**src/rtl/fpmult_rr_scheduler_if.sv**
```systemverilog
// ----------------------------------------------------------------------------
// fpmult_rr_scheduler_if
//   Bundles the requester, FPMult and response signals of the shared-multiplier
//   scheduler. clk and rst are not part of the bundle.
//
//   Signals:
//     req_valid / req_ready   per-requester handshake (ready is one-hot or zero)
//     req_a / req_b           packed operands, requester i at [i*DWIDTH +: DWIDTH]
//     mult_a / mult_b         registered operands into FPMult
//     mult_result/mult_flags  FPMult product and exception flags
//     rsp_valid / rsp_ready   result FIFO head handshake
//     rsp_id/result/flags     head entry (zero while the FIFO is empty)
//     busy                    operation in flight or FIFO non-empty
//
//   Modports:
//     slave   the scheduler
//     master  the environment (requesters, FPMult, result consumer)
// ----------------------------------------------------------------------------
interface fpmult_rr_scheduler_if #(
  parameter int NUM_REQ = 4,
  parameter int ID_W    = 2,
  parameter int DWIDTH  = 16
);
  logic [NUM_REQ-1:0]        req_valid;
  logic [NUM_REQ-1:0]        req_ready;
  logic [NUM_REQ*DWIDTH-1:0] req_a;
  logic [NUM_REQ*DWIDTH-1:0] req_b;
  logic [DWIDTH-1:0]         mult_a;
  logic [DWIDTH-1:0]         mult_b;
  logic [DWIDTH-1:0]         mult_result;
  logic [4:0]                mult_flags;
  logic                      rsp_valid;
  logic                      rsp_ready;
  logic [ID_W-1:0]           rsp_id;
  logic [DWIDTH-1:0]         rsp_result;
  logic [4:0]                rsp_flags;
  logic                      busy;

  modport slave (
    input  req_valid, req_a, req_b, mult_result, mult_flags, rsp_ready,
    output req_ready, mult_a, mult_b, rsp_valid, rsp_id, rsp_result, rsp_flags, busy
  );

  modport master (
    output req_valid, req_a, req_b, mult_result, mult_flags, rsp_ready,
    input  req_ready, mult_a, mult_b, rsp_valid, rsp_id, rsp_result, rsp_flags, busy
  );
endinterface

```
**src/rtl/fpmult_rr_scheduler.sv**
```systemverilog
// ----------------------------------------------------------------------------
// fpmult_rr_scheduler
//   Shares one pipelined half-precision FPMult among NUM_REQ requesters.
//   A round-robin arbiter issues at most one operand pair per cycle into
//   registered mult_a/mult_b, a tag pipe carries each requester ID alongside
//   the multiplier, and retiring results are written into a first-word-fall-
//   through FIFO. Issue is credit-limited so a retiring result always finds
//   room in the FIFO.
//
//   Ports:
//     clk   clock
//     rst   synchronous, active-high reset
//     bus   fpmult_rr_scheduler_if.slave (requesters, FPMult, response, busy)
// ----------------------------------------------------------------------------
module fpmult_rr_scheduler #(
  parameter int NUM_REQ      = 4,
  parameter int ID_W         = 2,
  parameter int DWIDTH       = 16,
  parameter int MULT_LATENCY = 5,
  parameter int FIFO_DEPTH   = 8
) (
  input  logic                 clk,
  input  logic                 rst,
  fpmult_rr_scheduler_if.slave bus
);

  localparam int IDX_W = ID_W + 1;
  localparam int PTR_W = (FIFO_DEPTH > 1) ? $clog2(FIFO_DEPTH) : 1;
  // Wide enough for fifo_count + inflight without overflow.
  localparam int CNT_W = $clog2(FIFO_DEPTH + MULT_LATENCY + 1);
  localparam int ENT_W = ID_W + DWIDTH + 5;

  localparam logic [IDX_W-1:0] NUM_REQ_C = IDX_W'(NUM_REQ);
  localparam logic [ID_W-1:0]  LAST_REQ  = ID_W'(NUM_REQ - 1);
  localparam logic [CNT_W-1:0] DEPTH_C   = CNT_W'(FIFO_DEPTH);
  localparam logic [CNT_W-1:0] ONE_C     = CNT_W'(1);
  localparam logic [PTR_W-1:0] PTR_ONE   = PTR_W'(1);

  // --------------------------------------------------------------------------
  // State
  // --------------------------------------------------------------------------
  logic [ID_W-1:0]   ptr_q, ptr_d;
  logic [DWIDTH-1:0] mult_a_q, mult_a_d;
  logic [DWIDTH-1:0] mult_b_q, mult_b_d;
  logic [MULT_LATENCY-1:0] tag_vld_q;
  logic [ID_W-1:0]   tag_id_q [MULT_LATENCY];
  logic [CNT_W-1:0]  inflight_q, inflight_d;
  logic [CNT_W-1:0]  fifo_count_q, fifo_count_d;
  logic [PTR_W-1:0]  wr_ptr_q, wr_ptr_d;
  logic [PTR_W-1:0]  rd_ptr_q, rd_ptr_d;
  logic [ENT_W-1:0]  fifo_mem_q [FIFO_DEPTH];

  // --------------------------------------------------------------------------
  // Credit check and round-robin arbitration
  // --------------------------------------------------------------------------
  logic [CNT_W-1:0]     credit_used;
  logic                 can_issue;
  logic [2*NUM_REQ-1:0] req_dbl;
  logic [NUM_REQ-1:0]   req_rot;
  logic                 grant_valid;
  logic [IDX_W-1:0]     grant_off;
  logic [IDX_W-1:0]     grant_sum;
  logic [ID_W-1:0]      grant_idx;
  logic                 issue;
  logic [NUM_REQ-1:0]   req_ready_c;
  logic [DWIDTH-1:0]    sel_a, sel_b;

  assign credit_used = fifo_count_q + inflight_q;
  assign can_issue   = (credit_used < DEPTH_C);

  // Rotate the valids so bit 0 is the requester at ptr; the lowest set bit of
  // the rotated vector is then the round-robin winner.
  assign req_dbl = {bus.req_valid, bus.req_valid} >> ptr_q;
  assign req_rot = req_dbl[NUM_REQ-1:0];

  always_comb begin
    grant_valid = 1'b0;
    grant_off   = '0;
    for (int k = NUM_REQ - 1; k >= 0; k--) begin
      if (req_rot[k]) begin
        grant_valid = 1'b1;
        grant_off   = IDX_W'(k);
      end
    end
  end

  assign grant_sum = {1'b0, ptr_q} + grant_off;
  assign grant_idx = (grant_sum >= NUM_REQ_C) ? ID_W'(grant_sum - NUM_REQ_C)
                                              : ID_W'(grant_sum);
  // A grant only exists on a valid request, so issue is the transfer.
  assign issue = can_issue & grant_valid;

  always_comb begin
    req_ready_c = '0;
    if (issue) begin
      req_ready_c[grant_idx] = 1'b1;
    end
  end

  always_comb begin
    sel_a = '0;
    sel_b = '0;
    for (int i = 0; i < NUM_REQ; i++) begin
      if (grant_idx == ID_W'(i)) begin
        sel_a = bus.req_a[i*DWIDTH +: DWIDTH];
        sel_b = bus.req_b[i*DWIDTH +: DWIDTH];
      end
    end
  end

  always_comb begin
    ptr_d    = ptr_q;
    mult_a_d = '0;
    mult_b_d = '0;
    if (issue) begin
      mult_a_d = sel_a;
      mult_b_d = sel_b;
      ptr_d    = (grant_idx == LAST_REQ) ? '0 : grant_idx + ID_W'(1);
    end
  end

  // --------------------------------------------------------------------------
  // Tag pipe. Stage 0 is loaded on the same edge as mult_a/mult_b, so the last
  // stage is valid in exactly the cycle the matching product is presented.
  // --------------------------------------------------------------------------
  logic retire;
  assign retire = tag_vld_q[MULT_LATENCY-1];

  always_ff @(posedge clk) begin
    if (rst) begin
      tag_vld_q <= '0;
    end else begin
      tag_vld_q[0] <= issue;
      for (int k = 1; k < MULT_LATENCY; k++) begin
        tag_vld_q[k] <= tag_vld_q[k-1];
      end
    end
  end

  // IDs need no reset; they are only consumed when the matching valid is set.
  always_ff @(posedge clk) begin
    tag_id_q[0] <= grant_idx;
    for (int k = 1; k < MULT_LATENCY; k++) begin
      tag_id_q[k] <= tag_id_q[k-1];
    end
  end

  always_comb begin
    case ({issue, retire})
      2'b10:   inflight_d = inflight_q + ONE_C;
      2'b01:   inflight_d = inflight_q - ONE_C;
      default: inflight_d = inflight_q;
    endcase
  end

  // --------------------------------------------------------------------------
  // Result FIFO (first-word-fall-through)
  // --------------------------------------------------------------------------
  logic push, pop, fifo_empty;
  logic [ENT_W-1:0] head;

  assign push       = retire;
  assign fifo_empty = (fifo_count_q == '0);
  assign pop        = ~fifo_empty & bus.rsp_ready;
  assign head       = fifo_mem_q[rd_ptr_q];

  always_comb begin
    wr_ptr_d     = push ? wr_ptr_q + PTR_ONE : wr_ptr_q;
    rd_ptr_d     = pop  ? rd_ptr_q + PTR_ONE : rd_ptr_q;
    case ({push, pop})
      2'b10:   fifo_count_d = fifo_count_q + ONE_C;
      2'b01:   fifo_count_d = fifo_count_q - ONE_C;
      default: fifo_count_d = fifo_count_q;
    endcase
  end

  always_ff @(posedge clk) begin
    if (push) begin
      fifo_mem_q[wr_ptr_q] <= {tag_id_q[MULT_LATENCY-1], bus.mult_result, bus.mult_flags};
    end
  end

  // --------------------------------------------------------------------------
  // Registers with reset
  // --------------------------------------------------------------------------
  always_ff @(posedge clk) begin
    if (rst) begin
      ptr_q        <= '0;
      mult_a_q     <= '0;
      mult_b_q     <= '0;
      inflight_q   <= '0;
      fifo_count_q <= '0;
      wr_ptr_q     <= '0;
      rd_ptr_q     <= '0;
    end else begin
      ptr_q        <= ptr_d;
      mult_a_q     <= mult_a_d;
      mult_b_q     <= mult_b_d;
      inflight_q   <= inflight_d;
      fifo_count_q <= fifo_count_d;
      wr_ptr_q     <= wr_ptr_d;
      rd_ptr_q     <= rd_ptr_d;
    end
  end

  // The credit rule must make a push into a full FIFO impossible.
  no_fifo_overflow: assert property (@(posedge clk) disable iff (rst)
    !(push && (fifo_count_q == DEPTH_C)));

  // --------------------------------------------------------------------------
  // Outputs
  // --------------------------------------------------------------------------
  assign bus.req_ready  = req_ready_c;
  assign bus.mult_a     = mult_a_q;
  assign bus.mult_b     = mult_b_q;
  assign bus.rsp_valid  = ~fifo_empty;
  assign bus.rsp_id     = fifo_empty ? '0 : head[ENT_W-1 -: ID_W];
  assign bus.rsp_result = fifo_empty ? '0 : head[DWIDTH+4:5];
  assign bus.rsp_flags  = fifo_empty ? '0 : head[4:0];
  assign bus.busy       = (inflight_q != '0) | ~fifo_empty;

endmodule

```
**src/flat_wrapper.sv**
```systemverilog
// flat-port wrapper written by rule: the top's interface ports become plain ports
module fpmult_rr_scheduler_flat 
#(
  parameter int NUM_REQ      = 4,
  parameter int ID_W         = 2,
  parameter int DWIDTH       = 16,
  parameter int MULT_LATENCY = 5,
  parameter int FIFO_DEPTH   = 8
)
  (clk, rst, bus_req_valid, bus_req_a, bus_req_b, bus_mult_result, bus_mult_flags, bus_rsp_ready, bus_req_ready, bus_mult_a, bus_mult_b, bus_rsp_valid, bus_rsp_id, bus_rsp_result, bus_rsp_flags, bus_busy);
  fpmult_rr_scheduler_if #(.NUM_REQ(NUM_REQ), .ID_W(ID_W), .DWIDTH(DWIDTH)) bus_i ();
  input  logic clk;
  input  logic rst;
  input wire logic [$bits(bus_i.req_valid)-1:0] bus_req_valid;
  input wire logic [$bits(bus_i.req_a)-1:0] bus_req_a;
  input wire logic [$bits(bus_i.req_b)-1:0] bus_req_b;
  input wire logic [$bits(bus_i.mult_result)-1:0] bus_mult_result;
  input wire logic [$bits(bus_i.mult_flags)-1:0] bus_mult_flags;
  input wire logic [$bits(bus_i.rsp_ready)-1:0] bus_rsp_ready;
  output wire logic [$bits(bus_i.req_ready)-1:0] bus_req_ready;
  output wire logic [$bits(bus_i.mult_a)-1:0] bus_mult_a;
  output wire logic [$bits(bus_i.mult_b)-1:0] bus_mult_b;
  output wire logic [$bits(bus_i.rsp_valid)-1:0] bus_rsp_valid;
  output wire logic [$bits(bus_i.rsp_id)-1:0] bus_rsp_id;
  output wire logic [$bits(bus_i.rsp_result)-1:0] bus_rsp_result;
  output wire logic [$bits(bus_i.rsp_flags)-1:0] bus_rsp_flags;
  output wire logic [$bits(bus_i.busy)-1:0] bus_busy;
  assign bus_i.req_valid = bus_req_valid;
  assign bus_i.req_a = bus_req_a;
  assign bus_i.req_b = bus_req_b;
  assign bus_i.mult_result = bus_mult_result;
  assign bus_i.mult_flags = bus_mult_flags;
  assign bus_i.rsp_ready = bus_rsp_ready;
  assign bus_req_ready = bus_i.req_ready;
  assign bus_mult_a = bus_i.mult_a;
  assign bus_mult_b = bus_i.mult_b;
  assign bus_rsp_valid = bus_i.rsp_valid;
  assign bus_rsp_id = bus_i.rsp_id;
  assign bus_rsp_result = bus_i.rsp_result;
  assign bus_rsp_flags = bus_i.rsp_flags;
  assign bus_busy = bus_i.busy;
  fpmult_rr_scheduler #(.NUM_REQ(NUM_REQ), .ID_W(ID_W), .DWIDTH(DWIDTH), .MULT_LATENCY(MULT_LATENCY), .FIFO_DEPTH(FIFO_DEPTH)) u_core (.clk(clk), .rst(rst), .bus(bus_i));
endmodule
```
**config.mk**
```make
export PLATFORM = sky130hd
export DESIGN_NAME = fpmult_rr_scheduler_flat
export DESIGN_NICKNAME = d
export VERILOG_FILES = /design/src/rtl/fpmult_rr_scheduler_if.sv /design/src/rtl/fpmult_rr_scheduler.sv /design/src/flat_wrapper.sv
export SDC_FILE = /design/constraint.sdc
export NUM_CORES = 1
export LEC_CHECK = 0
export BUFFER_PORTS_ARGS = -buffer_cell sky130_fd_sc_hd__buf_2
export CAP_MARGIN = 30
export CORE_MARGIN = 2
export CORE_UTILIZATION = 45
export CTS_BUF_LIST = sky130_fd_sc_hd__clkbuf_8 sky130_fd_sc_hd__clkbuf_16
export DETAILED_ROUTE_END_ITERATION = 16
export PLACE_DENSITY = 0.72
export SYNTH_ARGS = -nofsm -noshare
export SYNTH_HDL_FRONTEND = slang
export SYNTH_SLANG_ARGS = --single-unit
```
**constraint.sdc**
```tcl
create_clock -name clk -period 4.7 [get_ports clk]
set_input_delay 0.235 -clock clk [delete_from_list [all_inputs] [get_ports clk]]
set_output_delay 0.235 -clock clk [all_outputs]
set_load 0.005 [all_outputs]
```
==> results.json, run 1 <==
{
  "row_count": 55,
  "clock-sinks": 250,
  "dieArea_sq_um": 24430,
  "setup_violations": 0,
  "synthCells": 752,
  "hold_viol_final": 0,
  "r2r_slack_ns": 1.34,
  "n_fill_cell": 1816,
  "grtUsageTotal": 0.2019,
  "tightest_slew_ns": 0.8442,
  "hpwlAfterDp_mm": 15.20,
  "clk_pin_slew_ns": 0.06,
  "cts_max_path_buffers": 3,
  "critPathMaxStageDelay_ns": 0.79,
  "drt-total-wl_mm": 24.53,
  "multiInputGateArea_sq_um": 3248,
  "antenna_found_initial": 3,
  "worstPathRequired_ns": 4.47,
  "status": "complete, no violations",
  "syn_to_final_growth_pct": 26.76,
  "leakagePower_nw": 5.126,
  "maxSlewHeadroom": 0.4372,
  "rsz0062_at_grt": "false",
  "start_kind": "flip-flop",
  "path_class": "flip-flop to output pin",
  "place_congestion": 0.8532,
  "p_total_mw": 6.587,
  "via_per_inst": 5.257,
  "async_reset_ff_frac": 0,
  "layout.nets": 1187,
  "routedWlPerCell_um": 18.53,
  "worstPathArrival_ns": 3.45,
  "worst-path-max-fanout": 45,
  "clock_tree.htree_level_count": 1,
  "drv_slew": 0,
  "ys_seq_elements": 250,
  "synth_edf_count": 184,
  "initial_core_util": 0.4596,
  "grt-ovfl-total": 0,
  "yosysWarnings": 0,
  "fin_crit_ns": 3.683,
  "core_area_sq_um": 22710,
  "grt_pass1_vias": 7140,
  "drive_above_1_share": 0.3243,
  "critPathSlowestCell": "ha_2",
  "hp-class": "primary input to flip-flop",
  "io_buffer_count": 216,
  "synthDistinctLibCells": 41,
  "drc": 0,
  "io_pins": 217,
  "worstSetupEndpointType": "output pin",
  "grt_max_degree": 47,
  "ys_seq_area_frac": 0.6560,
  "syn_area_per_cell_sq_um": 13.88,
  "dr.pass1.iters": 4,
  "route.vias.total": 6960,
  "die_y_um": 156.3,
  "antenna_left": 0,
  "numCtsBuffers": 27,
  "maxCapViolations": 0,
  "power_density_nw_per_um2": 497.9,
  "cts_root_buffer": "clkbuf_16",
  "cts_tree": "yes",
  "layoutNonFillerInstCount": 1324,
  "max_freq_ghz": 0.2715,
  "dp_cells": 1220,
  "final.period_utilization": 0.7835,
  "peakVddDrop_mv": 0.5228,
  "clock_latency_ns": 0.54,
  "crit_chain": "or4_1, o2111ai_1, ha_1, xnor2_1, xor2_1, ha_2, and2_1, buf_2",
  "register_area_sq_um": 6852,
  "grt_pass1_wl_mm": 37.90,
  "clock-skew-final_ns": 0.009291,
  "synth_nets": 924,
  "ys.flop_type": "edfxtp_1",
  "tns_ns": 0,
  "syn-cell-area_sq_um": 10440,
  "drt_iter0_drc": 359,
  "die_w_um": 156.3
}
==> logic make-up (layout without fill, tap and decap cells) <==
family | Yosys count | in the layout | share of synthesized area
other | 0 | 3 | 0
adder cells (fa/ha/maj) | 16 | 16 | 0.01990
AO/OA/AOI/OAI | 152 | 152 | 0.08380
AND/OR/NAND/NOR | 155 | 155 | 0.06438
multiplexers | 75 | 75 | 0.1283
buffers and inverters | 90 | 374 | 0.03585
flip-flops | 250 | 250 | 0.6560
XOR/XNOR | 14 | 14 | 0.01175
==> worst max-delay path, delay by kind of cell, from the launching register on <==
| kind | cells | cell delay, ns |
|---|---|---|
| xor+xnor | 2 | 0.48 |
| buf+inv | 1 | 0.12 |
| simple gates | 2 | 0.81 |
| fa+ha+maj | 2 | 0.98 |
| compound gates | 1 | 0.12 |
| flops | 1 | 0.40 |
==> layout by cell type (no fill, tap or decap), types with 2 or more instances in the layout <==
master,synthesis,final
nor2b_1,5,5
diode_2,0,3
nand2b_1,4,4
clkinvlp_4,0,3
nor2_1,86,80
o21ai_0,37,37
buf_2,5,216
xor2_1,10,10
dlygate4sd3_1,0,50
a22oi_1,33,33
and2_1,5,5
nand2b_2,2,2
o211ai_1,2,2
nand2_1,43,43
dfxtp_1,66,64
or3_1,2,2
a21oi_1,71,71
nor2_2,0,6
ha_2,0,3
buf_4,0,17
clkbuf_16,0,27
mux4_2,46,46
edfxtp_1,184,184
ha_1,15,12
mux2i_1,28,28
xnor2_1,4,4
nor3_2,0,2
bufinv_16,0,3
inv_1,39,54
nor4_1,2,2
==> power by group <==
| part | leakage (nW) | internal (mW) | switching, mW |
|---|---|---|---|
| Clock | 0.472 | 1.22 | 0.836 |
| Combinational | 2.45 | 0.778 | 1.13 |
| Sequential | 2.20 | 2.54 | 0.0739 |
| Total | 5.13 | 4.54 | 2.04 |
==> cell type report <==
| cell class | instances | share of cell area |
|---|---|---|
| Sequential cell | 250 | 0.5179 |
| Multi-Input combinational cell | 412 | 0.2455 |
| Timing Repair Buffer | 284 | 0.1313 |
| Clock buffer | 28 | 0.05211 |
| Tap cell | 285 | 0.02696 |
| Clock inverter | 22 | 0.01428 |
| Inverter | 40 | 0.01135 |
| Antenna cell | 3 | 0.0005675 |
==> flip-flops by register name, indices dropped and copies added (netlist names), named ones only <==
register and count:
u_core.wr_ptr_q 3, u_core.tag_id_q 10, u_core.inflight_q 4, u_core.fifo_mem_q 184
u_core.fifo_count_q 4, u_core.rd_ptr_q 3, u_core.tag_vld_q 5, u_core.bus.mult_a 16
u_core.ptr_q 2, u_core.bus.mult_b 16
==> final timing paths <==
path	to	cells after the start	start
worst min-delay path	u_core.bus.mult_b[15]$_SDFF_PP0_	3	bus_req_b[63]
worst max-delay path	bus_req_ready[3]	8	u_core.ptr_q[0]$_SDFFE_PP0P_
worst max register to register	u_core.bus.mult_a[14]$_SDFF_PP0_	10	u_core.ptr_q[0]$_SDFFE_PP0P_
worst min register to register	u_core.tag_id_q[0][8]$_DFF_P_	0	u_core.tag_id_q[0][6]$_DFF_P_
==> synth_stat cells, types with 2 or more instances <==
master / n / area, sq um
mux4_2: 46 / 1036
xor2_1: 10 / 87.58
nand2b_1: 4 / 25.02
buf_6: 4 / 45.04
inv_1: 39 / 146.4
nand2_1: 43 / 161.4
edfxtp_1: 184 / 5525
dfxtp_1: 66 / 1321
nor4_1: 2 / 12.51
xnor2_1: 4 / 35.03
nand2b_2: 2 / 17.52
or3_1: 2 / 12.51
nor2b_1: 5 / 31.28
a22oi_1: 33 / 247.7
o211ai_1: 2 / 15.01
mux2i_1: 28 / 280.3
clkbuf_1: 34 / 127.6
and2_1: 5 / 31.28
nor3_1: 2 / 10.01
buf_1: 7 / 26.28
a21oi_1: 71 / 355.3
nor2_1: 86 / 322.8
buf_2: 5 / 25.02
ha_1: 15 / 187.7
o21ai_0: 37 / 185.2
==> per-stage QoR <==
stage | instance area (sq um) | hold slack, ns | utilization | setup WS [ns]
6_report | 13230 | 0.02579 | 0.5825 | 1.017
3_3_place_gp | 11820 | 0.3110 | 0.5203 | 1.530
4_1_cts | 13190 | 0.01731 | 0.5810 | 0.9927
2_1_floorplan | 10440 | 0.3066 | - | 1.867
3_5_place_dp | 11820 | 0.3121 | 0.5203 | 1.419
5_1_grt | 13230 | 0.04205 | 0.5825 | 0.7473
==> timing repair <==
| action | CTS | global route |
|---|---|---|
| endpoints found under the hold margin | 197 | 0 |
| hold buffers | 50 | 0 |
| gates resized for setup | 0 | 0 |
| endpoints found under the setup margin | 0 | 0 |
| setup buffers | 0 | 0 |
==> per-layer routing <==
metal	GRT usage	wire [um]	vias up
li1	-	-	3309
met1	0.2456	9665	3345
met2	0.3610	12740	273
met3	0.04154	1589	33
met4	0.06422	539	0
met5	0	0	-
No activity file was read; power rests on OpenSTA's default activity.
==> run 2: changes to the inputs <==
- ABC_AREA: default -> 1
- clock period: 4.7 -> 3.61 ns (I/O delays scaled with it)
==> results.json, run 2 <==
{
  "cts_root_buffer": "clkbuf_16",
  "ys_seq_area_frac": 0.6456,
  "initial_core_util": 0.4545,
  "synth_common_cells": "236 x nor2_1, 184 x edfxtp_1, 162 x o21ai_0",
  "io_buffer_count": 216,
  "pre_cts_slack_ns": 0.4470,
  "rsz0062_at_grt": "false",
  "start_kind": "flip-flop",
  "maxCapViolations": 0,
  "syn_area_per_cell_sq_um": 10.12,
  "numCtsBuffers": 26,
  "crit_chain": "inv_2, nand2_1, nand3_1, nand2_1, nand3_1, a21boi_0, ha_1, xnor2_1, xor2_1, inv_1, ha_1, clkinvlp_4, buf_4, nor2_1, buf_2",
  "synthDistinctLibCells": 29,
  "cts_tree": "yes",
  "ys_seq_elements": 250,
  "critPathSlowestCell": "dfxtp_1",
  "hp-class": "primary input to flip-flop",
  "comb_power_share": 0.475,
  "grtUsageTotal": 0.2222,
  "synth_nets": 1220,
  "path_class": "flip-flop to output pin",
  "n_antenna_cell": 0,
  "setup_ws_ns": 0.2101,
  "synth.most_common_cell": "nor2_1",
  "drive_above_1_share": 0.2295,
  "drt_iter0_drc": 643,
  "p_int_mw": 6.961,
  "clock-sinks": 250,
  "yosysWarnings": 0,
  "critPathMaxStageDelay_ns": 0.46,
  "setup_violations": 0,
  "pwr-share-seq": 0.305,
  "grt_pass1_wl_mm": 43.16,
  "drc": 0,
  "grt-ovfl-total": 0,
  "maxSlewHeadroom": 0.3831,
  "muxShareOfSynthArea": 0,
  "syn_to_final_growth_pct": 26.16,
  "row_count": 56,
  "layout.nets": 1472,
  "synthAdderAreaFrac": 0.01958,
  "power_density_nw_per_um2": 886.9,
  "synth_top_family_by_area": "simple AND/OR/NAND/NOR gates",
  "leakagePower_nw": 5.438,
  "status": "complete, no violations",
  "synthSimpleGateAreaFrac": 0.1550,
  "synth-compound-area-share": 0.1315,
  "final_cell_mix": "228 x nor2_1, 216 x buf_2, 184 x edfxtp_1",
  "tightest_slew_ns": 0.9231,
  "clock-skew-final_ns": 0.02103,
  "io_pins": 217,
  "via_per_inst": 5.272,
  "clock_tree.htree_level_count": 1,
  "synth_largest_area_cell": "edfxtp_1",
  "top_register": "u_core.fifo_mem_q",
  "pwr-share-clk": 0.220,
  "ys.flop_type": "edfxtp_1",
  "clk_pin_slew_ns": 0.06,
  "r2r_slack_ns": 0.45,
  "largest_register_ffs": 184,
  "die_w_um": 157.5,
  "cts_max_path_buffers": 3,
  "place_congestion": 0.8194,
  "design_area_sq_um": 13380,
  "grt_pass1_vias": 8577,
  "dieArea_sq_um": 24810,
  "hold_viol_final": 0,
  "synthCells": 1048,
  "final.period_utilization": 0.9418,
  "p_switching_mw": 4.906,
  "synth_edf_count": 184,
  "clock_latency_ns": 0.53,
  "n_fill_cell": 1975,
  "antenna_found_initial": 2,
  "die_y_um": 157.5,
  "antenna_left": 0,
  "grt_max_degree": 63,
  "synth_xor_area_frac": 0.005781,
  "async_reset_ff_frac": 0,
  "peakVddDrop_mv": 0.7526,
  "layout_commonest_cell": "nor2_1",
  "route.vias.total": 8641,
  "drv_slew": 0,
  "tns_ns": 0,
  "syn-cell-area_sq_um": 10610,
  "core_area_sq_um": 23330,
  "hpwlAfterDp_mm": 17.27,
  "dr.pass1.iters": 7,
  "post-cts-setup-buffer-count": 0,
  "drt-total-wl_mm": 27.94,
  "yosysTopAreaCellShare": 0.5210,
  "fin_crit_ns": 3.400,
  "worst-path-max-fanout": 13,
  "placed_cell_area_sq_um": 11980,
  "worstPathArrival_ns": 3.22,
  "worstSetupEndpointType": "output pin",
  "synth_area_leaders": "edfxtp_1 52%, dfxtp_1 12%, nor2_1 8.4%, o21ai_0 7.6%, nand2_1 3.7%",
  "routedWlPerCell_um": 17.05,
  "max_freq_ghz": 0.2941,
  "worstPathRequired_ns": 3.43,
  "switching_share": 0.4134
}
-- run 2: cell types whose count changed in the layout (fill, tap and decap cells not counted), sizes merged, moves of 17 or more --
cell	delta
a21oi	-24
nor2	+158
nand2	+65
o21ai	+152
mux2i	-29
o32ai	+23
mux4	-46
nand3	+50
a22oi	-33
inv	-17
-- run 2: power by group through the flow --
| stage | registers (mW) | clock network [mW] | logic (mW) |
|---|---|---|---|
| 3_5_place_dp | 3.68 | 0 | 5.49 |
| 3_3_place_gp | 3.67 | 0 | 5.34 |
| 6_report | 3.62 | 2.61 | 5.63 |
| 4_1_cts | 3.62 | 2.66 | 5.57 |
| 2_1_floorplan | 3.57 | 0 | 3.99 |
| 5_1_grt | 3.65 | 2.76 | 6.45 |
-- run 2: timing repair --
action | CTS | global route
hold endpoints to repair | 206 | 0
endpoints found under the setup margin | 0 | 1
resized for setup | 0 | 1
hold buffers | 55 | 0
-- run 2: layer usage --
metal | routed length (um) | vias to the layer above | track usage
met4 | 975 | 2 | 0.09307
li1 | - | 4137 | -
met1 | 10770 | 4024 | 0.2590
met3 | 2190 | 70 | 0.04901
met2 | 14000 | 408 | 0.3951
met5 | 7 | - | 0
-- run 2: cell type report --
type / instances / area [sq um] / area share
multi-input combinational: 691 / 3338 / 0.2495
clock buffer: 26 / 650.6 / 0.04863
timing repair buffer: 291 / 1794 / 0.1341
clock inverter: 22 / 192.7 / 0.01440
tap: 319 / 399.1 / 0.02983
inverter: 40 / 155.1 / 0.01160
sequential: 250 / 6849 / 0.5119
-- run 2: worst paths after layout --
kind / start / endpoint / depth (start not counted)
setup / recovery: u_core.ptr_q[0]$_SDFFE_PP0P_ / bus_req_ready[1] / 15
hold / removal: bus_req_a[34] / u_core.bus.mult_a[2]$_SDFF_PP0_ / 5
setup reg to reg: u_core.ptr_q[0]$_SDFFE_PP0P_ / u_core.bus.mult_a[7]$_SDFF_PP0_ / 19
hold reg to reg: u_core.tag_id_q[0][7]$_DFF_P_ / u_core.tag_id_q[0][9]$_DFF_P_ / 0
-- run 2: through the flow --
stage	total power, mW	hold slack [ns]	utilization	cells
after floorplan	7.553	0.2794	-	1048
after global placement	9.017	0.3126	0.5135	1536
after detailed placement	9.165	0.3121	0.5135	1536
after CTS	11.86	0.001690	0.5733	1639
after global routing	12.86	0.03334	0.5734	1639
final	11.87	0.02496	0.5734	1639
-- run 2: logic make-up after synthesis --
kind of cell,Yosys count
AO/OA/AOI/OAI,261
XOR/XNOR,7
adder cells (fa/ha/maj),16
buffers and inverters,107
flip-flops,250
AND/OR/NAND/NOR,407
-- run 2: worst max-delay path: cells and delay by family, from the launching register on --
kind / cells / cell delay [ns]
buffers and inverters: 5 / 0.73
DFF: 1 / 0.46
xor gates and xnor gates: 2 / 0.44
and+or+nand+nor: 5 / 0.43
adders and majority gates: 2 / 0.43
AOI/OAI and AO/OA: 1 / 0.18
